--- src/rtl/pwm_capture.sv ---
// Measures period and high time of a PWM waveform in clk1ms ticks and flags a stuck line.
// Optional macro PWM_CAP_SYNC_EN adds a 2-flop synchronizer ahead of the sampling flops.
module pwm_capture #(
  parameter int WIDTH   = 26,
  parameter int TIMEOUT = 2000
) (
  input  logic             clk1ms,
  input  logic             reset,
  input  logic             pwm_in,
  output logic [WIDTH-1:0] period_out,
  output logic [WIDTH-1:0] high_out,
  output logic             meas_valid,
  output logic             timeout,
  output logic             stuck_level,
  output logic [1:0]       state
);

  typedef enum logic [1:0] {
    IDLE = 2'b00,
    ARM  = 2'b01,
    HIGH = 2'b10,
    LOW  = 2'b11
  } state_t;

  localparam logic [WIDTH-1:0] TO_CNT = WIDTH'(TIMEOUT);
  localparam logic [WIDTH-1:0] ONE    = WIDTH'(1);

  state_t           st;
  logic [WIDTH-1:0] cnt;
  logic [WIDTH-1:0] hi_lat;
  logic             pwm_q, pwm_qq;
  logic             pwm_s;
  logic             primed;
  logic             rise, fall, stall;

`ifdef PWM_CAP_SYNC_EN
  logic [1:0] sync_ff;
  logic [2:0] prime_sh;

  always_ff @(posedge clk1ms) begin
    if (reset) begin
      sync_ff  <= '0;
      prime_sh <= '0;
    end else begin
      sync_ff  <= {sync_ff[0], pwm_in};
      prime_sh <= {prime_sh[1:0], 1'b1};
    end
  end

  assign pwm_s  = sync_ff[1];
  assign primed = prime_sh[2];
`else
  logic primed_r;

  always_ff @(posedge clk1ms) begin
    if (reset) primed_r <= 1'b0;
    else       primed_r <= 1'b1;
  end

  assign pwm_s  = pwm_in;
  assign primed = primed_r;
`endif

  assign rise  = primed &  pwm_q & ~pwm_qq;
  assign fall  = primed & ~pwm_q &  pwm_qq;
  // Any edge at the limit wins over the timeout.
  assign stall = (cnt == TO_CNT) && !rise && !fall;
  assign state = st;

  always_ff @(posedge clk1ms) begin
    if (reset) begin
      st          <= IDLE;
      cnt         <= '0;
      hi_lat      <= '0;
      pwm_q       <= 1'b0;
      pwm_qq      <= 1'b0;
      period_out  <= '0;
      high_out    <= '0;
      meas_valid  <= 1'b0;
      timeout     <= 1'b0;
      stuck_level <= 1'b0;
    end else begin
      pwm_q      <= pwm_s;
      pwm_qq     <= pwm_q;
      meas_valid <= 1'b0;
      if (st != IDLE && stall) begin
        timeout     <= 1'b1;
        stuck_level <= pwm_q;
        cnt         <= '0;
        st          <= IDLE;
      end else begin
        unique case (st)
          IDLE: begin
            cnt <= '0;
            // Wait for a low line so the first high phase is never truncated.
            if (primed && !pwm_q) st <= ARM;
          end
          ARM: begin
            if (rise) begin
              cnt <= ONE;
              st  <= HIGH;
            end else begin
              cnt <= cnt + ONE;
            end
          end
          HIGH: begin
            cnt <= cnt + ONE;
            if (fall) begin
              hi_lat <= cnt;
              st     <= LOW;
            end
          end
          LOW: begin
            if (rise) begin
              period_out <= cnt;
              high_out   <= hi_lat;
              meas_valid <= 1'b1;
              timeout    <= 1'b0;
              cnt        <= ONE;
              st         <= HIGH;
            end else begin
              cnt <= cnt + ONE;
            end
          end
          default: st <= IDLE;
        endcase
      end
    end
  end

endmodule

--- config.mk ---
export PLATFORM = sky130hd
export DESIGN_NAME = pwm_capture
export DESIGN_NICKNAME = d
export VERILOG_FILES = /design/src/rtl/pwm_capture.sv
export SDC_FILE = /design/constraint.sdc
export NUM_CORES = 1
export LEC_CHECK = 0
export CAP_MARGIN = 30
export CORE_UTILIZATION = 50
export DETAILED_ROUTE_END_ITERATION = 6
export PLACE_DENSITY = 0.85
export SYNTH_ARGS = -nofsm -noshare
export SYNTH_HDL_FRONTEND = slang
export SYNTH_SLANG_ARGS = --single-unit
--- constraint.sdc ---
create_clock -name clk1ms -period 2.7 [get_ports clk1ms]
set_clock_uncertainty 0.2 [all_clocks]
set_input_delay 0.675 -clock clk1ms [delete_from_list [all_inputs] [get_ports clk1ms]]
set_output_delay 0.675 -clock clk1ms [all_outputs]
set_load 0.05 [all_outputs]
==> metrics.csv, run 1 <==
stage;metric;value;unit
drt;first drt pass iteration count;5;
critical_path;slowest cell delay on critical path;0.91;ns
place;input/output buffers;59;
global_route;vias in the first global route;3497;
floorplanning;# IOs;60;
place;placed inst area;0.00498;mm²
cts;post-cts sizing count;0;
global_route;Tot GR Track Use;0.239;
floorplanning;Die Width;95.8;µm
floorplanning;area of the core;0.00838;mm²
cts;CTS Buf Count;9;
logic_synthesis;Netlist cell types;44;
logic_synthesis;syn_nets;532;
global_route;Overflow after GRT;0;
logic_synthesis;post-synth top area cell;dfxtp_1;
cts;# Post-CTS Setup Buffers;0;
final_layout;Finished Layout Cells;672;
floorplanning;Die Y;95.8;µm
global_route;first-pass GRT wire length;16700;µm
floorplanning;Starting Density;0.524;
critical_path;Critical Path AT;1.76;ns
cts;CTS Sinks;112;
drt;DRC;0;
flow_run;Max-Cap Viols;0;
power;Max IR drop VDD;0.255;mV
cts;Worst-path clk slew;0.10;ns
power;Sw Share;0.228;
timing;final setup margin;0.0629;ns
final_layout;Final nets;568;
power;Leak Pwr;1.60;nW
global_route;largest net degree at the start of global routing;55;
logic_synthesis;Synth Cell Area;0.00440;mm²
timing;Final Hold Viols;0;
final_layout;Ant. Diodes;0;
floorplanning;full die area;0.00917;mm²
drt;Initial DRC Count;458;
drt;Routed WL;10200;µm
logic_synthesis;sequential area share after synthesis;0.510;
final_layout;share of layout cells above drive strength 1;0.0670;
power;Comb power frac;0.027;
global_route;initial antenna violation count;0;
timing;RSZ-0062 raised after global routing;false;
cts;Root Buffer;clkbuf_8;
drt;number of vias per cell;5.62;
cts;clock tree buffer depth;2;
drt;WL/cell;15.2;µm
floorplanning;row count;33;
logic_synthesis;syn_area_per_cell;8.34;µm²
logic_synthesis;Yosys warning count;0;
critical_path;critical path's top delay family;buffers and inverters;
timing;Final min period;2.64;ns
logic_synthesis;top-count cell post-synth;nand2_1;
timing;Tcrit/Tclk final;0.977;
cts;worst skew pair latency;0.37;ns
timing;Slew @ Worst Pin;0.558;ns
power;Sw Pwr;601;µW
power;Power Density;512;mW/mm²
logic_synthesis;asr flop ratio synth;0;
power;part of the power in registers;0.632;
power;Pwr Total;2.64;mW
final_layout;Syn-to-layout area delta;17.2;%
drt;DR vias;3777;
logic_synthesis;leading cell types by count after synthesis;nand2_1, dfxtp_1, a21oi_1, clkbuf_1, nor3_1;
logic_synthesis;Syn Inst Count;527;
logic_synthesis;Area contributors post-synth;dfxtp_1, nand2_1, a21oi_1, clkbuf_1, a211oi_1;
drt;Final ANT Viol Nets;0;
critical_path;critical path type;reg -> out;
timing;Rel. slew slack;0.627;
power;clock network power share;0.341;
place;GPL Wtd Cong;0.878;
logic_synthesis;EDFF count, synth;0;
critical_path;Slowest-stage cell, CP;clkdlybuf4s50_1;
power;Pint;2.03;mW
logic_synthesis;count of state elements after synthesis;112;
logic_synthesis;Synth Flop Type;dfxtp_1;
cts;CTS tree;yes;
min_path;Worst Hold Class;reg -> reg;
cts;H-tree levels;3;
outcome;status;complete, no violations;
min_path;Hold Crit Start;hi_lat[13];
timing;Total Neg Setup Slack;0;ns
final_layout;Final Instance Area;0.00515;mm²
critical_path;CP Capture Type;output pin;
logic_synthesis;top cell type's share of synthesized area;0.510;
timing;Slew Limit Fails;0;
critical_path;Setup crit start;state[1];
timing;Max Fclk;379;MHz
timing;setup violators final;0;
critical_path;Req. time, crit path;1.82;ns
critical_path;worst r2r src;cnt[1];
critical_path;startpoint class of the critical path;flip-flop;
place;post-DP HPWL;6760;µm
critical_path;crit-path max FO;9;
place;placed insts;657;
cts;hold-fix buffers at CTS;0;
place;dpl ws;0.453;ns
critical_path;worst path cell trace;clkdlybuf4s50_1;
critical_path;Buf+Inv Stages, Crit Path;1;
## power groups by stage
stage | registers [mW] | clock network (mW) | logic (mW)
after floorplan | 1.70 | 0 | 0.0493
after global placement | 1.70 | 0 | 0.0690
after detailed placement | 1.70 | 0 | 0.0710
after CTS | 1.66 | 0.918 | 0.0712
after global routing | 1.67 | 0.986 | 0.0769
final | 1.66 | 0.899 | 0.0716
## routing by layer
layer / vias to the layer above / share of wire / track usage
met2: 144 / 0.47 / 0.380
met4: 0 / 0.024 / 0.0995
li1: 1859 / - / -
met5: - / 0 / 0
met1: 1752 / 0.44 / 0.314
met3: 22 / 0.060 / 0.0513
## cells in the final DEF, fill, tap and decap left out, drive strengths merged, types with 3 or more instances in the layout
cell,synthesis,routed
buf,11,9
clkbuf,31,11
a21oi,80,80
xor2,6,6
nor2,6,6
a211oi,14,14
nand4,7,7
nor3,14,14
and4,4,4
or4,11,11
o31ai,10,10
dfxtp,112,112
inv,7,9
o21ai,4,4
nor4,4,4
clkdlybuf4s50,0,58
nand3,11,11
nor2b,3,3
and3,3,3
nand2,166,166
xnor2,7,7
## worst register-to-register path, stage by stage, from the launching register on
cell      delay, ns
dfxtp_1        0.47
ha_1           0.32
nand4_2        0.16
or2_4          0.33
or4_1          0.52
a211oi_1       0.24
## final timing paths
path | end | slack, ns | cells past startpoint
setup / recovery | state[1] | 0.06 | 1
setup reg to reg | cnt[22] | 0.38 | 5
hold reg to reg | high_out[13] | 0.26 | 2
hold / removal | high_out[13] | 0.26 | 2
## per-stage QoR
stage / utilization / hold slack (ns)
finish: 0.615 / 0.257
global route: 0.615 / 0.273
CTS: 0.615 / 0.256
detailed placement: 0.594 / 0.242
global placement: 0.594 / 0.242
floorplan: - / 0.232
## state kept, by name (all words and copies together) (netlist names)
name	flops
primed	1
period_out	26
state	2
pwm_qq	1
pwm_q	1
hi_lat	26
timeout	1
stuck_level	1
high_out	26
cnt	26
meas_valid	1
## cell type report
class	instances	area (µm²)
Inverter	7	26.3
Clock inverter	4	27.5
Multi-Input combinational cell	366	1940
Clock buffer	11	141
Sequential cell	112	2240
Fill cell	735	3230
Timing Repair Buffer	67	646
Tap cell	105	131
## cells by family after synthesis
family,synth area share
buf+inv,0.0518
fa+ha+maj,0.00569
flops,0.510
simple gates,0.256
mux,0.00341
compound gates,0.147
xor+xnor,0.0259
No activity file was read; power rests on OpenSTA's default activity.
==> run 2, diff against run 1 <==
--- a/config.mk
+++ b/config.mk
@@ -6,9 +6,11 @@
 export NUM_CORES = 1
 export LEC_CHECK = 0
 export CAP_MARGIN = 30
+export CORE_ASPECT_RATIO = 1.5
+export CORE_MARGIN = 2
 export CORE_UTILIZATION = 50
 export DETAILED_ROUTE_END_ITERATION = 6
-export PLACE_DENSITY = 0.85
+export PLACE_DENSITY = 0.81
 export SYNTH_ARGS = -nofsm -noshare
 export SYNTH_HDL_FRONTEND = slang
 export SYNTH_SLANG_ARGS = --single-unit
==> metrics.csv, run 2 (same netlist as run 1, synthesis figures left out) <==
stage;metric;value;unit;change
timing;RSZ-0062 raised after global routing;false;;unchanged
final_layout;most frequent cells in the layout;nand2_1, dfxtp_1, a21oi_1;;unchanged
final_layout;Final nets;569;;was 568
power;Sw Pwr;641;µW;was 601 µW
floorplanning;row count;41;;was 33
final_layout;Ant. Diodes;0;;unchanged
power;Pint;2.33;mW;was 2.03 mW
floorplanning;# IOs;60;;unchanged
critical_path;worst r2r src;cnt[1];;unchanged
place;placed inst area;0.00499;mm²;was 0.00498 mm²
timing;Tcrit/Tclk final;0.944;;was 0.977
place;post-DP HPWL;6370;µm;was 6760 µm
drt;Routed WL;9480;µm;was 10200 µm
timing;Final Hold Viols;0;;unchanged
final_layout;Finished Core Util;0.623;;was 0.615
power;Comb power frac;0.024;;was 0.027
cts;worst skew pair latency;0.35;ns;was 0.37 ns
timing;setup violators final;0;;unchanged
cts;hold-fix buffers at CTS;0;;unchanged
final_layout;Syn-to-layout area delta;20.0;%;was 17.2%
min_path;WHS Endpoint;high_out[22];;was high_out[13]
drt;first drt pass iteration count;4;;was 5
floorplanning;Starting Density;0.519;;was 0.524
timing;Worst Hold Slack;0.252;ns;was 0.257 ns
final_layout;Storage cell area;0.00224;mm²;unchanged
global_route;first-pass GRT wire length;16100;µm;was 16700 µm
timing;Max Fclk;392;MHz;was 379 MHz
critical_path;CP Depth;1;;unchanged
drt;Initial DRC Count;251;;was 458
cts;clock tree buffer depth;2;;unchanged
final_layout;share of layout cells above drive strength 1;0.0721;;was 0.0670
place;dpl ws;0.482;ns;was 0.453 ns
critical_path;crit-path max FO;9;;unchanged
outcome;status;complete, no violations;;unchanged
timing;Final min period;2.55;ns;was 2.64 ns
global_route;vias in the first global route;3454;;was 3497
power;Power Density;563;mW/mm²;was 512 mW/mm²
critical_path;reg2reg setup slack;0.47;ns;was 0.38 ns
critical_path;startpoint class of the critical path;flip-flop;;unchanged
global_route;Overflow after GRT;0;;unchanged
min_path;Hold Crit Start;hi_lat[22];;was hi_lat[13]
cts;H-tree levels;3;;unchanged
drt;DR vias;3644;;was 3777
final_layout;Finished Layout Cells;676;;was 672
cts;Worst-path clk slew;0.07;ns;was 0.10 ns
cts;Root Buffer;clkbuf_16;;was clkbuf_8
timing;final setup margin;0.151;ns;was 0.0629 ns
floorplanning;Die Y;119;µm;was 95.8 µm
global_route;largest net degree at the start of global routing;60;;was 55
timing;Rel. slew slack;0.626;;was 0.627
place;input/output buffers;59;;unchanged
power;clock network power share;0.415;;was 0.341
final_layout;# fillers;740;;was 735
cts;post-cts sizing count;0;;unchanged
timing;Slew @ Worst Pin;0.562;ns;was 0.558 ns
power;Sw Share;0.216;;was 0.228
cts;CTS tree;yes;;unchanged
critical_path;slowest cell delay on critical path;0.86;ns;was 0.91 ns
timing;Total Neg Setup Slack;0;ns;unchanged
floorplanning;Die Width;80.6;µm;was 95.8 µm
place;GPL Wtd Cong;0.952;;was 0.878
critical_path;R2R cell count;5;;unchanged
cts;CTS Buf Count;9;;unchanged
drt;number of vias per cell;5.39;;was 5.62
critical_path;Slowest-stage cell, CP;clkdlybuf4s50_1;;unchanged
min_path;Worst Hold Class;reg -> reg;;unchanged
global_route;Tot GR Track Use;0.210;;was 0.239
place;placed insts;660;;was 657
cts;# Post-CTS Setup Buffers;0;;unchanged
power;Leak Pwr;1.65;nW;was 1.60 nW
power;part of the power in registers;0.561;;was 0.632
drt;WL/cell;14.0;µm;was 15.2 µm
power;Max IR drop VDD;0.396;mV;was 0.255 mV
floorplanning;area of the core;0.00846;mm²;was 0.00838 mm²
critical_path;CP Capture Type;output pin;;unchanged
critical_path;Buf+Inv Stages, Crit Path;1;;unchanged
flow_run;Max-Cap Viols;0;;unchanged
drt;DRC;0;;unchanged
critical_path;worst path cell trace;clkdlybuf4s50_1;;unchanged
global_route;initial antenna violation count;0;;unchanged
critical_path;Req. time, crit path;1.82;ns;about the same
critical_path;Critical R2R Capture;cnt[20];;was cnt[22]
final_layout;Final Instance Area;0.00527;mm²;was 0.00515 mm²
critical_path;critical path's top delay family;buffers and inverters;;unchanged
power;Pwr Total;2.97;mW;was 2.64 mW
cts;CTS Sinks;112;;unchanged
final_layout;commonest non-fill, non-tap cell in the layout;nand2_1;;unchanged
critical_path;Critical Path AT;1.67;ns;was 1.76 ns
critical_path;critical path type;reg -> out;;unchanged
timing;Slew Limit Fails;0;;unchanged
drt;Final ANT Viol Nets;0;;unchanged
final_layout;multi-input logic area;0.00194;mm²;unchanged
floorplanning;full die area;0.00957;mm²;was 0.00917 mm²
min_path;worst hold stages;2;;unchanged
## run 2: changes by cell type in the layout (fill, tap and decap cells not counted)
cell / change
clkbuf_8: -9
buf_4: +1
clkbuf_16: +9
clkbuf_1: -1
inv_6: -1
clkinv_4: +1
clkinvlp_4: +2
## run 2: layout make-up
| class | instances | area share |
|---|---|---|
| Tap cell | 107 | 0.0254 |
| Multi-Input combinational cell | 366 | 0.367 |
| Timing Repair Buffer | 68 | 0.124 |
| Inverter | 7 | 0.00498 |
| Clock buffer | 10 | 0.0453 |
| Clock inverter | 6 | 0.00807 |
| Sequential cell | 112 | 0.425 |
## run 2: worst max-delay path by stage
stage,start,end
floorplan,state[0],stuck_level
detailed placement,cnt[0],cnt[20]
finish,state[1],state[1]
global placement,cnt[0],cnt[18]
global route,state[1],state[1]
CTS,state[1],state[1]
## run 2: power groups by stage
stage	Combinational (mW)	Clock (mW)	Sequential (mW)
2_1_floorplan	0.0493	0	1.70
3_3_place_gp	0.0717	0	1.70
3_5_place_dp	0.0727	0	1.70
4_1_cts	0.0729	1.27	1.66
5_1_grt	0.0785	1.34	1.66
6_report	0.0727	1.23	1.66
## run 2: layer usage
| layer | global-route usage | vias to the layer above | wire length, µm |
|---|---|---|---|
| li1 | - | 1854 | - |
| met1 | 0.278 | 1686 | 4210 |
| met2 | 0.332 | 90 | 4610 |
| met3 | 0.0455 | 14 | 424 |
| met4 | 0.0826 | 0 | 233 |
| met5 | 0 | - | 0 |
## run 2: tightest hold or removal path, delay by kind of cell (launching register included)
family / cells / cell delay, ns
DFF: 1 / 0.31
and+or+nand+nor: 1 / 0.05
AOI/OAI and AO/OA: 1 / 0.05
==> run 3, diff against run 2 <==
--- a/config.mk
+++ b/config.mk
@@ -11,6 +11,7 @@
 export CORE_UTILIZATION = 50
 export DETAILED_ROUTE_END_ITERATION = 6
 export PLACE_DENSITY = 0.81
+export SKIP_CTS_REPAIR_TIMING = 1
 export SYNTH_ARGS = -nofsm -noshare
 export SYNTH_HDL_FRONTEND = slang
 export SYNTH_SLANG_ARGS = --single-unit
==> results of run 3 <==
Final layout, timing and power as in run 2 (identical DEF).
